[config.mk]
export PLATFORM = sky130hd
export DESIGN_NAME = cdb_arbiter
export DESIGN_NICKNAME = d
export VERILOG_FILES = /design/src/rtl/cdb_arbiter_pkg.sv /design/src/rtl/cdb_arbiter_rr_picker.sv /design/src/rtl/cdb_arbiter.sv
export SDC_FILE = /design/constraint.sdc
export NUM_CORES = 1
export LEC_CHECK = 0
export ABC_CLOCK_PERIOD_IN_PS = 7400
export BUFFER_PORTS_ARGS = -buffer_cell sky130_fd_sc_hd__buf_2
export CAP_MARGIN = 20
export CORE_ASPECT_RATIO = 1.75
export CORE_MARGIN = 5
export CORE_UTILIZATION = 30
export CTS_CLUSTER_SIZE = 10
export DETAILED_ROUTE_END_ITERATION = 8
export GPL_TIMING_DRIVEN = 0
export PLACE_DENSITY_LB_ADDON = 0.3
export SETUP_SLACK_MARGIN = 0.2
export SKIP_CTS_REPAIR_TIMING = 1
export SYNTH_ARGS = -nofsm -noshare
export SYNTH_HDL_FRONTEND = slang
export SYNTH_SLANG_ARGS = --single-unit
[constraint.sdc]
create_clock -name clk -period 7.4 [get_ports clk]
set_clock_uncertainty 0.2 [all_clocks]
set_input_delay 0.74 -clock clk [delete_from_list [all_inputs] [get_ports clk]]
set_output_delay 0.74 -clock clk [all_outputs]
set_load 0.01 [all_outputs]
[src/rtl/cdb_arbiter_pkg.sv]
// rtl/cdb_arbiter_pkg.sv - CDB payload type and functional-unit indices
package cdb_arbiter_pkg;

  typedef struct packed {
    logic        valid;
    logic [31:0] data;
    logic [5:0]  preg;
    logic [4:0]  rob_id;
  } cdb_t;

  localparam int FU_ALU = 0;
  localparam int FU_MUL = 1;
  localparam int FU_DIV = 2;
  localparam int FU_LSU = 3;

endpackage

[src/rtl/cdb_arbiter_rr_picker.sv]
// rtl/cdb_arbiter_rr_picker.sv - round-robin pick of one request starting at ptr
module cdb_arbiter_rr_picker #(
  parameter int N = 4,
  localparam int PW = $clog2(N)
) (
  input  logic [N-1:0]  req,
  input  logic [PW-1:0] ptr,
  output logic [N-1:0]  grant,
  output logic [PW-1:0] idx,
  output logic          any
);

  logic [PW:0]   pos;
  logic [PW-1:0] sel;

  always_comb begin
    grant = '0;
    idx   = '0;
    any   = 1'b0;
    pos   = '0;
    sel   = '0;
    for (int k = 0; k < N; k++) begin
      pos = {1'b0, ptr} + (PW+1)'(k);
      if (pos >= (PW+1)'(N)) pos = pos - (PW+1)'(N);
      sel = pos[PW-1:0];
      if (!any && req[sel]) begin
        any        = 1'b1;
        idx        = sel;
        grant[sel] = 1'b1;
      end
    end
  end

endmodule

[src/rtl/cdb_arbiter.sv]
// rtl/cdb_arbiter.sv - round-robin common data bus arbiter with registered broadcast
// CDB_ARB_PERF_EN adds saturating grant and conflict counters.
module cdb_arbiter
  import cdb_arbiter_pkg::*;
#(
  parameter int NUM_REQ = 4,
  parameter int CNT_W   = 32
) (
  input  logic                       clk,
  input  logic                       rst_n,
  input  logic                       flush,
  input  cdb_t                       req_cdb [NUM_REQ],
  output logic [NUM_REQ-1:0]         cdb_grant,
  output cdb_t                       cdb_out,
  output logic [$clog2(NUM_REQ)-1:0] rr_ptr
`ifdef CDB_ARB_PERF_EN
  ,
  output logic [CNT_W-1:0]           perf_grant_cnt [NUM_REQ],
  output logic [CNT_W-1:0]           perf_conflict_cnt
`endif
);

  localparam int PW = $clog2(NUM_REQ);

  if (NUM_REQ < 2 || NUM_REQ > 8 || CNT_W < 1) begin : g_param_check
    $error("cdb_arbiter: NUM_REQ must be 2..8 and CNT_W positive");
  end

  logic [NUM_REQ-1:0] req_valid;
  logic [NUM_REQ-1:0] req_live;
  logic [PW-1:0]      win_idx;
  logic               win_any;
  cdb_t               out_q;

  always_comb begin
    req_valid = '0;
    for (int i = 0; i < NUM_REQ; i++) req_valid[i] = req_cdb[i].valid;
  end

  assign req_live = flush ? '0 : req_valid;

  cdb_arbiter_rr_picker #(.N(NUM_REQ)) u_picker (
    .req   (req_live),
    .ptr   (rr_ptr),
    .grant (cdb_grant),
    .idx   (win_idx),
    .any   (win_any)
  );

  // A flush also hides a broadcast already sitting in the output register.
  always_comb begin
    cdb_out       = out_q;
    cdb_out.valid = out_q.valid & ~flush;
  end

  always_ff @(posedge clk or negedge rst_n) begin
    if (!rst_n) begin
      out_q  <= '0;
      rr_ptr <= '0;
    end else begin
      out_q.valid <= win_any;
      if (win_any) begin
        out_q.data   <= req_cdb[win_idx].data;
        out_q.preg   <= req_cdb[win_idx].preg;
        out_q.rob_id <= req_cdb[win_idx].rob_id;
        rr_ptr       <= (win_idx == PW'(NUM_REQ-1)) ? '0 : win_idx + PW'(1);
      end
    end
  end

`ifdef CDB_ARB_PERF_EN
  logic conflict;
  assign conflict = !flush && ($countones(req_valid) > 1);

  always_ff @(posedge clk or negedge rst_n) begin
    if (!rst_n) begin
      for (int i = 0; i < NUM_REQ; i++) perf_grant_cnt[i] <= '0;
      perf_conflict_cnt <= '0;
    end else begin
      for (int i = 0; i < NUM_REQ; i++) begin
        if (cdb_grant[i] && perf_grant_cnt[i] != '1)
          perf_grant_cnt[i] <= perf_grant_cnt[i] + CNT_W'(1);
      end
      if (conflict && perf_conflict_cnt != '1)
        perf_conflict_cnt <= perf_conflict_cnt + CNT_W'(1);
    end
  end
`endif

endmodule

==> flow_metrics.env <==
export IMPL_pre_cts_slack_ns=3.418
export IMPL_synth_top_family_by_area="compound AO/OA/AOI/OAI gates"
export IMPL_die_h_um=170.2
export IMPL_antenna_left=0
export IMPL_dp_final_hpwl_um=13360
export IMPL_grt_antenna_before_repair=1
export IMPL_syn_cell_area_um2=4398
export IMPL_avgRoutedWirePerCell_um=19.06
export IMPL_grt_usage_pct=19.06
export IMPL_gr_total_overflow=0
export IMPL_start_kind="flip-flop"
export IMPL_synth_compound_area_share_pct=35.76
export IMPL_ir_worst_vdd_v=0.0001221
export IMPL_ys_types=41
export IMPL_syn_to_final_growth_pct=34.65
export IMPL_worstMarginPinSlew_ns=0.9676
export IMPL_clk_transition_reported_paths_ns=0.07
export IMPL_yosysMostFrequentCell="and3_1"
export IMPL_grt_setup_unrepaired="false"
export IMPL_end_kind="output pin"
export IMPL_crit_type="reg -> out"
export IMPL_clk_latency_ns=0.29
export IMPL_max_freq_mhz=232.0
export IMPL_synthAdderAreaFrac_pct=2.276
export IMPL_synth_area_leaders="dfrtp_1, a211oi_2, and3_1"
export IMPL_num_io_pins=229
export IMPL_utilization_pct=41.21
export IMPL_min_period_ns=4.311
export IMPL_slowest_delay_ns=0.44
export IMPL_drive_above_1_share_pct=54.13
export IMPL_die_area_um2=17280
export IMPL_yosysWarnings=0
export IMPL_layout_cells_non_filler=882
export IMPL_antenna_cells=0
export IMPL_vias=4623
export IMPL_ys_top_cells_by_count="and3_1, a211oi_2, a211oi_1"
export IMPL_grt_pass1_vias=5096
export IMPL_status="completed"
export IMPL_cts_tree="built"
export IMPL_drc=0
export IMPL_grt_max_degree=25
export IMPL_yosysTopAreaCellShare_pct=26.17
export IMPL_setup_ws_ns=3.089
export IMPL_cts_max_path_buffers=2
export IMPL_tns_ns=0
export IMPL_ctsRootBufferMaster="clkbuf_16"
export IMPL_synth_edf_count=0
export IMPL_critPathMaxFanout=10
export IMPL_nets=888
export IMPL_max_slew_margin_pct=34.67
export IMPL_yosysTopAreaCell="dfrtp_1"
export IMPL_synth_flop_cell="dfrtp_1"
export IMPL_htreeDepth=2
export IMPL_drv_cap=0
export IMPL_setup_viol=0
export IMPL_synth_seq_cells=46
export IMPL_coreArea_um2=14370
export IMPL_gp_congestion=0.8375
export IMPL_cts_buffers=5
export IMPL_die_w_um=101.5
export IMPL_finalHoldViolations=0
export IMPL_cp_required_ns=6.46
export IMPL_crit_chain="clkbuf_1, inv_1, ha_1, buf_4, or3b_4, a2111oi_4, a21o_1, a222oi_1, o22ai_1, buf_2"
export IMPL_fp_row_count=58
export IMPL_p_total_uw=2133
export IMPL_ys_seq_area_share_pct=26.17
export IMPL_syn_nets=654
export IMPL_muxShareOfSynthArea_pct=2.105
export IMPL_synth_area_per_cell_um2=9.417
export IMPL_synthCells=467
export IMPL_synthXorXnorAreaFrac_pct=0.1991
export IMPL_drt_total_wl_um=16810
export IMPL_avgViaCountPerCell=5.241
export IMPL_powerDensity_nw_per_um2=360.1
export IMPL_fin_crit_sh_pct=58.26
export IMPL_synth_simple_area_share_pct=18.52
export IMPL_leakage_uw=0.002911
export IMPL_hold_class="in -> async"
export IMPL_drtPass1Iterations=5
export IMPL_dp_cells=874
export IMPL_async_flop_share_pct=100.0
export IMPL_slowest_stage="dfrtp_1"
export IMPL_start_util_pct=30.61
export IMPL_io_buffers=226
export IMPL_drv_slew=0
export IMPL_grt_pass1_wl_um=25910
export IMPL_numClockSinks=46
export IMPL_arrival_ns=3.37
export IMPL_drtIter0Drc=126
[per-layer routing]
layer | GRT usage (%) | routed length [µm] | vias to the layer above | part of all wire, %
met2 | 35.69 | 9051 | 180 | 54
met5 | 0 | 11 | - | 0.065
met3 | 3.199 | 1047 | 32 | 6.2
met4 | 6.481 | 412 | 2 | 2.5
met1 | 21.20 | 6288 | 2219 | 37
li1 | - | - | 2190 | -
[worst max-delay path: cells and delay by family, from the launching register on]
| kind | cells | cell delay, ns |
|---|---|---|
| AND/OR/NAND/NOR | 1 | 0.39 |
| adder cells (fa/ha/maj) | 1 | 0.32 |
| flip-flops | 1 | 0.44 |
| AO/OA/AOI/OAI | 4 | 0.98 |
| buffers and inverters | 4 | 0.96 |
[cell families after synthesis]
family                     Yosys count
DFF                                 46
buffers and inverters              102
and+or+nand+nor                    149
xor gates and xnor gates             1
muxes                                9
adders and majority gates            8
AOI/OAI and AO/OA                  152
[power breakdown]
part           internal, µW  switching [µW]
Sequential              379            79.4
Combinational           668             771
Clock                   134             101
Total                  1180             951
[registers in the layout, summed over array words and instances (netlist names)]
signal	cells
out_q	1
cdb_out	43
rr_ptr	2
[per-stage QoR]
step                      instance area (µm²)  hold WS, ns
after floorplan                          4398       0.2444
after global placement                   5754       0.3548
after detailed placement                 5774       0.3500
after CTS                                5922       0.2831
after global routing                     5922       0.3098
final                                    5922       0.2616
[cell usage in the layout (no fill, tap or decap), types with 2 or more instances in the layout]
master / synthesis / final
buf_2: 3 / 229
and3_1: 86 / 86
a211oi_2: 80 / 80
a211oi_1: 50 / 50
buf_4: 49 / 49
nor2_1: 48 / 48
dfrtp_1: 46 / 46
clkbuf_1: 36 / 37
ha_1: 8 / 8
mux2i_1: 7 / 7
inv_1: 5 / 5
buf_12: 4 / 5
clkbuf_16: 0 / 5
a222oi_1: 4 / 4
o22ai_1: 4 / 4
buf_6: 3 / 3
nor2b_1: 3 / 3
nand2_1: 3 / 3
nand2b_1: 2 / 2
nand3b_1: 2 / 2
o21ai_0: 2 / 2
nor3b_1: 2 / 2
[final timing paths]
kind                                          from                      end  slack, ns  cells past startpoint
min in group clk           cdb_out[14]$_DFFE_PN0P_  cdb_out[14]$_DFFE_PN0P_       0.36                      2
max reg2reg                  rr_ptr[1]$_DFFE_PN0P_   cdb_out[1]$_DFFE_PN0P_       3.65                     10
min                                          rst_n  cdb_out[41]$_DFFE_PN0P_       0.26                      1
max                          rr_ptr[1]$_DFFE_PN0P_             cdb_grant[0]       3.09                     10
min reg2reg                cdb_out[14]$_DFFE_PN0P_  cdb_out[14]$_DFFE_PN0P_       0.36                      2
max in group asynchronous                    rst_n  cdb_out[16]$_DFFE_PN0P_       6.18                      2
[cell type report]
type,count,area [µm²]
fillers,1501,8447
clock buffers,7,142.6
flip-flops and latches,46,1151
clock inverters,1,5.005
plain buffers,96,635.6
repair buffers,227,1151
well taps,180,225.2
multi-input cells,319,2589
inverters,6,22.52
Note: power is estimated with default switching activity, not from simulation.
